<file path="config.mk">
export PLATFORM = sky130hd
export DESIGN_NAME = npu_seq
export DESIGN_NICKNAME = d
export VERILOG_FILES = /design/src/rtl/npu_seq.sv
export SDC_FILE = /design/constraint.sdc
export NUM_CORES = 1
export LEC_CHECK = 0
export ABC_CLOCK_PERIOD_IN_PS = 2950
export BUFFER_PORTS_ARGS = -buffer_cell sky130_fd_sc_hd__buf_2
export CAP_MARGIN = 20
export CELL_PAD_IN_SITES_DETAIL_PLACEMENT = 1
export CELL_PAD_IN_SITES_GLOBAL_PLACEMENT = 1
export CORE_UTILIZATION = 44
export CTS_CLUSTER_DIAMETER = 40
export CTS_CLUSTER_SIZE = 25
export DETAILED_ROUTE_END_ITERATION = 10
export PLACE_DENSITY_LB_ADDON = 0.1
export SYNTH_ARGS = -nofsm -noshare
export SYNTH_HDL_FRONTEND = slang
export SYNTH_SLANG_ARGS = --single-unit
export TNS_END_PERCENT = 50
</file>
<file path="constraint.sdc">
create_clock -name clk -period 2.95 [get_ports clk]
set_input_delay 0.59 -clock clk [delete_from_list [all_inputs] [get_ports clk]]
set_output_delay 0.59 -clock clk [all_outputs]
set_load 0.03 [all_outputs]
</file>
<file path="src/rtl/npu_seq.sv">
// npu_seq: host-mapped layer sequencer driving conv passes, then the FC stage.
// Optional watchdog built when NPU_SEQ_WDOG_EN is defined.
module npu_seq #(
   parameter int NUM_LAYERS = 2,
   parameter int NUM_PE     = 4,
   parameter int PIX_CNT    = 132,
   parameter int LOGIT_W    = 24,
   parameter int WDOG_CYC   = 4096
) (
   input  logic                      clk,
   input  logic                      rst_ni,
   input  logic                      ena,
   input  logic                      wea,
   input  logic [15:0]               addra,
   input  logic [31:0]               dina,
   output logic [31:0]               douta,
   output logic                      conv_clear,
   output logic                      conv_trigger,
   output logic [3:0]                conv_layer,
   output logic                      sum_clear,
   input  logic                      conv_valid,
   output logic                      fcn_start,
   output logic                      fc1_next,
   input  logic                      fc1_valid,
   output logic [8*NUM_PE-1:0]       w_stream,
   input  logic                      fcn_done,
   input  logic signed [LOGIT_W-1:0] fcn_logit,
   output logic                      irq
);

   localparam int PIX_W = $clog2(PIX_CNT + 1);
   localparam int NGRP  = NUM_PE / 4;

   typedef enum logic [2:0] {
      S_IDLE     = 3'd0,
      S_CLR      = 3'd1,
      S_CONV     = 3'd2,
      S_NEXT     = 3'd3,
      S_FC_START = 3'd4,
      S_FC_RUN   = 3'd5,
      S_DONE     = 3'd6
   } state_t;

   function automatic logic [3:0] clamp_lcnt(input logic [3:0] v);
      if (v == 4'd0 || int'(v) > NUM_LAYERS) return 4'(NUM_LAYERS);
      return v;
   endfunction

   function automatic logic [31:0] sext_logit(input logic signed [LOGIT_W-1:0] v);
      return 32'(v);
   endfunction

   state_t                     state;
   logic [3:0]                 lcnt;
   logic [PIX_W-1:0]           pix_cnt;
   logic [8*NUM_PE-1:0]        staging;
   logic signed [LOGIT_W-1:0]  logit_r;
   logic                       done_st, err_start, err_abort, err_wdog, fc1_req;
   logic                       wdog_hit;

   logic                       ena_p0, wea_p0;
   logic [14:0]                addr_p0;
   logic [31:0]                din_p0;
   logic                       unused_addr;

   assign unused_addr = addra[15];

   // p0: host port register stage
   always_ff @(posedge clk or negedge rst_ni) begin
      if (!rst_ni) begin
         ena_p0  <= 1'b0;
         wea_p0  <= 1'b0;
         addr_p0 <= '0;
         din_p0  <= '0;
      end else begin
         ena_p0  <= ena;
         wea_p0  <= wea;
         addr_p0 <= addra[14:0];
         din_p0  <= dina;
      end
   end

   logic        wr_p0, ctrl_wr, start_cmd, abort_cmd, commit_cmd, stage_wr;
   logic [2:0]  sel_p0;
   logic [11:0] idx_p0;

   assign sel_p0     = addr_p0[14:12];
   assign idx_p0     = addr_p0[11:0];
   assign wr_p0      = ena_p0 & wea_p0;
   assign ctrl_wr    = wr_p0 && (sel_p0 == 3'b101) && (idx_p0 == 12'd0);
   assign start_cmd  = ctrl_wr & din_p0[0];
   assign abort_cmd  = ctrl_wr & din_p0[1];
   assign commit_cmd = wr_p0 && (sel_p0 == 3'b101) && (idx_p0 == 12'd1);
   assign stage_wr   = wr_p0 && (sel_p0 == 3'b011);

   // Reads bypass the p0 stage so douta lands one cycle after the request.
   logic        rd_req, status_rd;
   logic [2:0]  rd_sel;
   logic [11:0] rd_idx;
   logic [31:0] status_word, pix_word;

   assign rd_req      = ena & ~wea;
   assign rd_sel      = addra[14:12];
   assign rd_idx      = addra[11:0];
   assign status_rd   = rd_req && (rd_sel == 3'b110) && (rd_idx == 12'd0);
   assign status_word = {16'd0, conv_layer, 3'd0, fc1_req, err_wdog, err_abort,
                         err_start, done_st, (state != S_IDLE), 3'(state)};
   assign pix_word    = 32'(pix_cnt);

`ifdef NPU_SEQ_WDOG_EN
   localparam int WD_W = $clog2(WDOG_CYC + 1);
   logic [WD_W-1:0] wdog_cnt;
   logic            wdog_run, wdog_kick;

   assign wdog_run  = (state == S_CONV) || (state == S_FC_RUN);
   assign wdog_kick = conv_valid | fc1_valid | commit_cmd;
   assign wdog_hit  = wdog_run && !wdog_kick && (wdog_cnt == WD_W'(WDOG_CYC - 1));

   always_ff @(posedge clk or negedge rst_ni) begin
      if (!rst_ni)                               wdog_cnt <= '0;
      else if (!wdog_run || wdog_kick || wdog_hit) wdog_cnt <= '0;
      else                                       wdog_cnt <= wdog_cnt + WD_W'(1);
   end
`else
   logic unused_wdog;
   assign wdog_hit    = 1'b0;
   assign unused_wdog = (WDOG_CYC != 0);
`endif

   // p1: sequencer state, sticky status and registered strobes
   always_ff @(posedge clk or negedge rst_ni) begin
      if (!rst_ni) begin
         state        <= S_IDLE;
         lcnt         <= 4'(NUM_LAYERS);
         pix_cnt      <= '0;
         conv_layer   <= '0;
         conv_clear   <= 1'b1;
         conv_trigger <= 1'b0;
         sum_clear    <= 1'b0;
         fcn_start    <= 1'b0;
         fc1_next     <= 1'b0;
         irq          <= 1'b0;
         w_stream     <= '0;
         staging      <= '0;
         logit_r      <= '0;
         done_st      <= 1'b0;
         err_start    <= 1'b0;
         err_abort    <= 1'b0;
         err_wdog     <= 1'b0;
         fc1_req      <= 1'b0;
      end else begin
         conv_trigger <= 1'b0;
         sum_clear    <= 1'b0;
         fcn_start    <= 1'b0;
         fc1_next     <= 1'b0;
         irq          <= 1'b0;

         // Read-clear first; any set below in the same cycle overrides it.
         if (status_rd) begin
            done_st   <= 1'b0;
            err_start <= 1'b0;
            err_abort <= 1'b0;
            err_wdog  <= 1'b0;
            fc1_req   <= 1'b0;
         end

         if (stage_wr) begin
            for (int g = 0; g < NGRP; g++) begin
               if (idx_p0 == 12'(g)) staging[32*g +: 32] <= din_p0;
            end
         end

         if (abort_cmd && state != S_IDLE) begin
            state      <= S_IDLE;
            conv_clear <= 1'b1;
            pix_cnt    <= '0;
            conv_layer <= '0;
            err_abort  <= 1'b1;
            irq        <= 1'b1;
         end else begin
            if (start_cmd && state != S_IDLE) begin
               err_start <= 1'b1;
               irq       <= 1'b1;
            end
            case (state)
               S_IDLE: begin
                  conv_clear <= 1'b1;
                  if (start_cmd && !abort_cmd) begin
                     state      <= S_CLR;
                     lcnt       <= clamp_lcnt(din_p0[7:4]);
                     conv_layer <= '0;
                     pix_cnt    <= '0;
                     sum_clear  <= 1'b1;
                  end
               end
               S_CLR: begin
                  state        <= S_CONV;
                  conv_clear   <= 1'b0;
                  conv_trigger <= 1'b1;
               end
               S_CONV: begin
                  if (conv_valid) begin
                     pix_cnt <= pix_cnt + PIX_W'(1);
                     if (pix_cnt == PIX_W'(PIX_CNT - 1)) state <= S_NEXT;
                  end
               end
               S_NEXT: begin
                  if ((conv_layer + 4'd1) < lcnt) begin
                     conv_layer <= conv_layer + 4'd1;
                     pix_cnt    <= '0;
                     conv_clear <= 1'b1;
                     state      <= S_CLR;
                  end else begin
                     fcn_start <= 1'b1;
                     state     <= S_FC_START;
                  end
               end
               S_FC_START: state <= S_FC_RUN;
               S_FC_RUN: begin
                  if (commit_cmd) begin
                     w_stream <= staging;
                     fc1_next <= 1'b1;
                     fc1_req  <= 1'b0;
                  end
                  if (fc1_valid) fc1_req <= 1'b1;
                  if (fcn_done) begin
                     logit_r <= fcn_logit;
                     state   <= S_DONE;
                  end
               end
               S_DONE: begin
                  done_st    <= 1'b1;
                  irq        <= 1'b1;
                  conv_clear <= 1'b1;
                  state      <= S_IDLE;
               end
               default: begin
                  conv_clear <= 1'b1;
                  state      <= S_IDLE;
               end
            endcase
            if (wdog_hit) begin
               state      <= S_IDLE;
               conv_clear <= 1'b1;
               pix_cnt    <= '0;
               conv_layer <= '0;
               err_wdog   <= 1'b1;
               irq        <= 1'b1;
            end
         end
      end
   end

   // p1: registered host read port
   always_ff @(posedge clk or negedge rst_ni) begin
      if (!rst_ni) begin
         douta <= '0;
      end else if (rd_req) begin
         douta <= '0;
         if (rd_sel == 3'b110) begin
            case (rd_idx)
               12'd0:   douta <= status_word;
               12'd1:   douta <= sext_logit(logit_r);
               12'd2:   douta <= pix_word;
               default: douta <= '0;
            endcase
         end
      end
   end

endmodule

</file>
## Word level (Yosys, flattened, before mapping)

Cells that the tools add are included.

| operators by class | value |
|---|---|
| add/subtract/negate cells | 2 |
| $lt $le $gt $ge | 2 |
| eq/ne operators | 19 |
| multiplexer cells | 54 |
| bitwise gates (word level) | 6 |
| reductions and logical operators | 28 |

Operator list:

| kind | number |
|---|---|
| case mux 32 bit (3 select lines) | 1 |
| 2-to-1 mux 1 bit | 33 |
| 2-to-1 mux 32 bit | 1 |
| 2-to-1 mux 8 bit | 4 |
| == test 12 x 1 -> 1 bit, second input constant | 2 |
| logical NOT 12 bit | 2 |
| case mux 8 bit (3 select lines) | 1 |
| 2-to-1 mux 4 bit | 5 |
| 2-to-1 mux 3 bit | 6 |
| case mux 3 bit (6 select lines) | 1 |
| == test 3 bit, second input constant | 5 |
| inequality test 3 bit, second input constant | 5 |
| == test 12 x 2 -> 1 bit, second input constant | 1 |
| AND reduction 3 bit | 4 |
| == test 3 x 2 -> 1 bit, second input constant | 3 |
| logical AND 1 bit | 9 |
| adder 8 x 1 -> 8 bit, second input constant | 1 |
| == test 8 bit, second input constant | 1 |
| case mux 4 bit (2 select lines) | 1 |
| AND reduction 4 bit | 2 |
| nonzero test 3 bit | 2 |
| adder 4 x 1 -> 4 bit, second input constant | 1 |
| AND 1 bit | 4 |
| greater-than comparator 4 x 2 -> 1 bit, second input constant | 1 |
| 13 further kinds | 15 |

| storage, ports and cells | value |
|---|---|
| register bits | 198 |
| input bits | 79 |
| output and inout port bits | 74 |
| word-level logic and storage cells | 133 |

## Longest topological paths before layout

| depth | value |
|---|---|
| depth in word-level cells | 10 |
| depth in mapped cells | 8 |

## Worst setup path after synthesis

OpenSTA, ideal clock, no wires.

| timing | value |
|---|---|
| path kind | reg-to-reg |
| start point | register conv_layer[0] |
| end point | register pix_cnt[1] |
| library setup time | 0.125 ns |
| arrival time | 2.554 ns |
| data required time | 2.825 ns |
| slack | 0.271 ns |
| cell stages (with the launch flop) | 9 |
| clock period less this slack | 2.679 ns |
| path through | dfrtp_1 ha_1 xor2_1 ha_1 a21o_1 a31oi_1 o21ai_0 a221oi_4 mux2_4 |

| on the way | value |
|---|---|
| longest elaborated chain between the ends | 4 |

RTL lines:

| item | line | RTL |
|---|---|---|
| start: declaration | 19 | `output logic [3:0] conv_layer,` |
| start signal: assignment | 209 | `conv_layer <= conv_layer + 4'd1;` |
| adder 4 x 1 -> 4 bit | 208 | `if ((conv_layer + 4'd1) < lcnt) begin` |
| < comparator 4 bit | 208 |  |
| inequality test 3 bit (no line) | n/a |  |
| AND reduction 4 bit (no line) | n/a |  |
| end signal: assignment | 203 | `pix_cnt <= pix_cnt + PIX_W'(1);` |
| end: declaration | 55 | `logic [PIX_W-1:0] pix_cnt;` |

No other way between the ends.
A chain may end at the register's enable or synchronous reset.

## Final worst setup path

Same ends and word-level chain as after synthesis.

==> impl_metrics.toml <==
[sta]
min_period_ps = 2730
finalSetupTns_ps = 0
fmax_mhz = 366
final-hold-violation-count = 0
finalSetupViolCount = 0
rsz0062_at_grt = "no"
fin_crit_sh = 0.926
finalMaxSlewViolations = 0
slew_headroom = 0.428
tightest_slew_ps = 853
skew_ps = 7.79
setup_slack_ps = 220

[logic_synthesis]
synth_fp_nets = 608
async_reset_ff_frac = 1.00
synth_top_area_share = 0.633
yosysWarnings = 0
synthFlopType = "dfrtp_1"
yosys-top-cells-count = "188 x dfrtp_1, 81 x mux2_2, 34 x nand2_1, 21 x o21ai_0"
synth.distinct_cells = 59
synth.area.top_cells = "dfrtp_1 63%, mux2_2 12%, mux2_1 1.8%, nand2_1 1.7%, o21ai_0 1.4%"
synth_most_common_cell = "dfrtp_1"
yosysTopAreaCell = "dfrtp_1"
synth_edf_count = 0
syn_area_mm2 = 0.00743
syn-instance-count = 524
synth_seq_cells = 190
yosysSeqAreaShare = 0.640
avgSynthCellArea_um2 = 14.2

[clock_tree]
clock_latency_ps = 430
clkSlewWorstSetupHoldPaths_ps = 70
cts_buffers = 17
ctsResizeCount = 0
clock-sinks = 190
post_cts_buffers = 0
cts_root_buf = "clkbuf_16"
cts_tree = "done"
hold_buffers = 0
htreeDepth = 4
ctsLongestPathBuffers = 2

[run_status]
status = "finished, final reports clean"

[grt]
grt_pass1_vias = 5174
grt_max_degree = 76
grt.total_usage = 0.214
overflow = 0
antenna_found_initial = 0
grt_pass1_wl_mm = 28.5

[layout]
finish.net_count = 759
area_growth_pct = 20.7
antenna_cells = 0
layout-drive-gt1-share = 0.426
postLayoutCellArea_mm2 = 0.00897
final_util = 0.543

[setup_path]
crit_path_frequent_cell = "ha_1"
rr_endpoint = "pix_cnt[1]"
timing.critical_path.buf_inv = 0
end_kind = "register"
r2r_slack_ps = 220
reg2reg_depth = 8
slowest_delay_ps = 510
cp-start-kind = "register"
crit_required_ps = 3270
crit_arrival_ps = 3050
crit_type = "register to register"
worstPathCellList = "ha_1, xor2_1, ha_1, a21o_1, a31oi_1, o21ai_0, a221oi_4, mux2_4"
critical-path-top-delay-family = "compound AO/OA/AOI/OAI gates"
cp_slowest_cell = "a221oi_4"
path_max_fanout = 8
setup.worst_path.start = "conv_layer[0]"
timing.rr.start = "conv_layer[0]"

[routing]
drt-initial-drc-count = 197
routed_wl_mm = 17.5
routed-via-count = 4757
postRouteAntennaNets = 0
avgRoutedWirePerCell_um = 19.2
via_per_inst = 5.24
drc = 0
dr.pass1.iters = 5

[placement]
post-dp-hpwl_mm = 12.6
placed_cell_area_mm2 = 0.00838
port_buffers = 151
place.gp.congestion = 0.827
post-place-ws_ps = 225

[pwr]
power_mw = 5.18
peakVddDrop_v = 0.000408
power.density_mw_per_mm2 = 578
leakagePower_nw = 4.61

[die]
die_h_um = 132
die_area_mm2 = 0.0174
ios = 153
initial_core_util = 0.450
fp-row-count = 47
core_mm2 = 0.0165
die_x_um = 132

[worst_hold_path]
hp-class = "primary input to asynchronous set/reset pin"

[job]
drv_cap = 0
-- state kept, by name (all words and copies together), names as in the netlist, 3 cells and up --
| register | count |
|---|---|
| lcnt | 4 |
| addr_p0 | 15 |
| douta | 24 |
| conv_layer | 4 |
| staging | 32 |
| state | 3 |
| logit_r | 24 |
| din_p0 | 32 |
| w_stream | 32 |
| pix_cnt | 8 |
-- how the worst max path moves through the flow --
stage | endpoint | slack, ps | depth (start not counted)
floorplan | pix_cnt[1] | 270 | 8
global placement | pix_cnt[1] | 340 | 8
detailed placement | pix_cnt[1] | 220 | 8
CTS | pix_cnt[1] | 210 | 8
global route | pix_cnt[1] | 90 | 8
finish | pix_cnt[1] | 220 | 8
-- cells by family after synthesis --
family	count (synthesis)	synth area share
DFF	190	0.640
muxes	104	0.156
and+or+nand+nor	107	0.0894
xor gates and xnor gates	2	0.00236
AOI/OAI and AO/OA	71	0.0697
buffers and inverters	45	0.0333
adders and majority gates	5	0.00842
-- cells in the final DEF, fill, tap and decap left out, types with 5 or more instances in the layout --
cell | synthesis | routed
nand2_1 | 34 | 34
nand2b_1 | 7 | 7
a22oi_1 | 7 | 7
dfrtp_1 | 188 | 188
inv_1 | 16 | 16
buf_4 | 13 | 8
o221ai_1 | 6 | 6
nor2_1 | 16 | 16
mux2_1 | 12 | 12
or3_1 | 10 | 10
ha_1 | 5 | 5
mux2i_1 | 10 | 10
a22o_1 | 12 | 12
clkbuf_16 | 0 | 17
buf_2 | 6 | 150
o21ai_0 | 21 | 21
a21oi_1 | 6 | 6
mux2_2 | 81 | 81
-- routing by layer --
layer | vias to the layer above | wire [um] | GRT usage
met5 | - | 0 | 0
li1 | 2164 | - | -
met1 | 2463 | 7670 | 0.279
met4 | 0 | 305 | 0.0756
met3 | 25 | 593 | 0.0396
met2 | 105 | 8880 | 0.360
-- per-stage QoR --
step                instances  hold slack [ps]
floorplan                 524              294
global placement          876              446
detailed placement        876              454
CTS                       908              184
global route              908              210
finish                    908              172
-- power by group --
group	internal, mW	switching [mW]	total (mW)
clock network	1.22	1.05	2.27
registers	2.66	0.0557	2.71
logic	0.0786	0.119	0.198
-- cell type report --
class,instances,area (um^2)
repair buffers,161,865
flip-flops and latches,190,4760
clock buffers,19,443
clock inverters,13,143
multi-input cells,289,2420
fillers,1685,7560
inverters,16,60.1
well taps,220,275
Power figures use the tool's default switching activity.
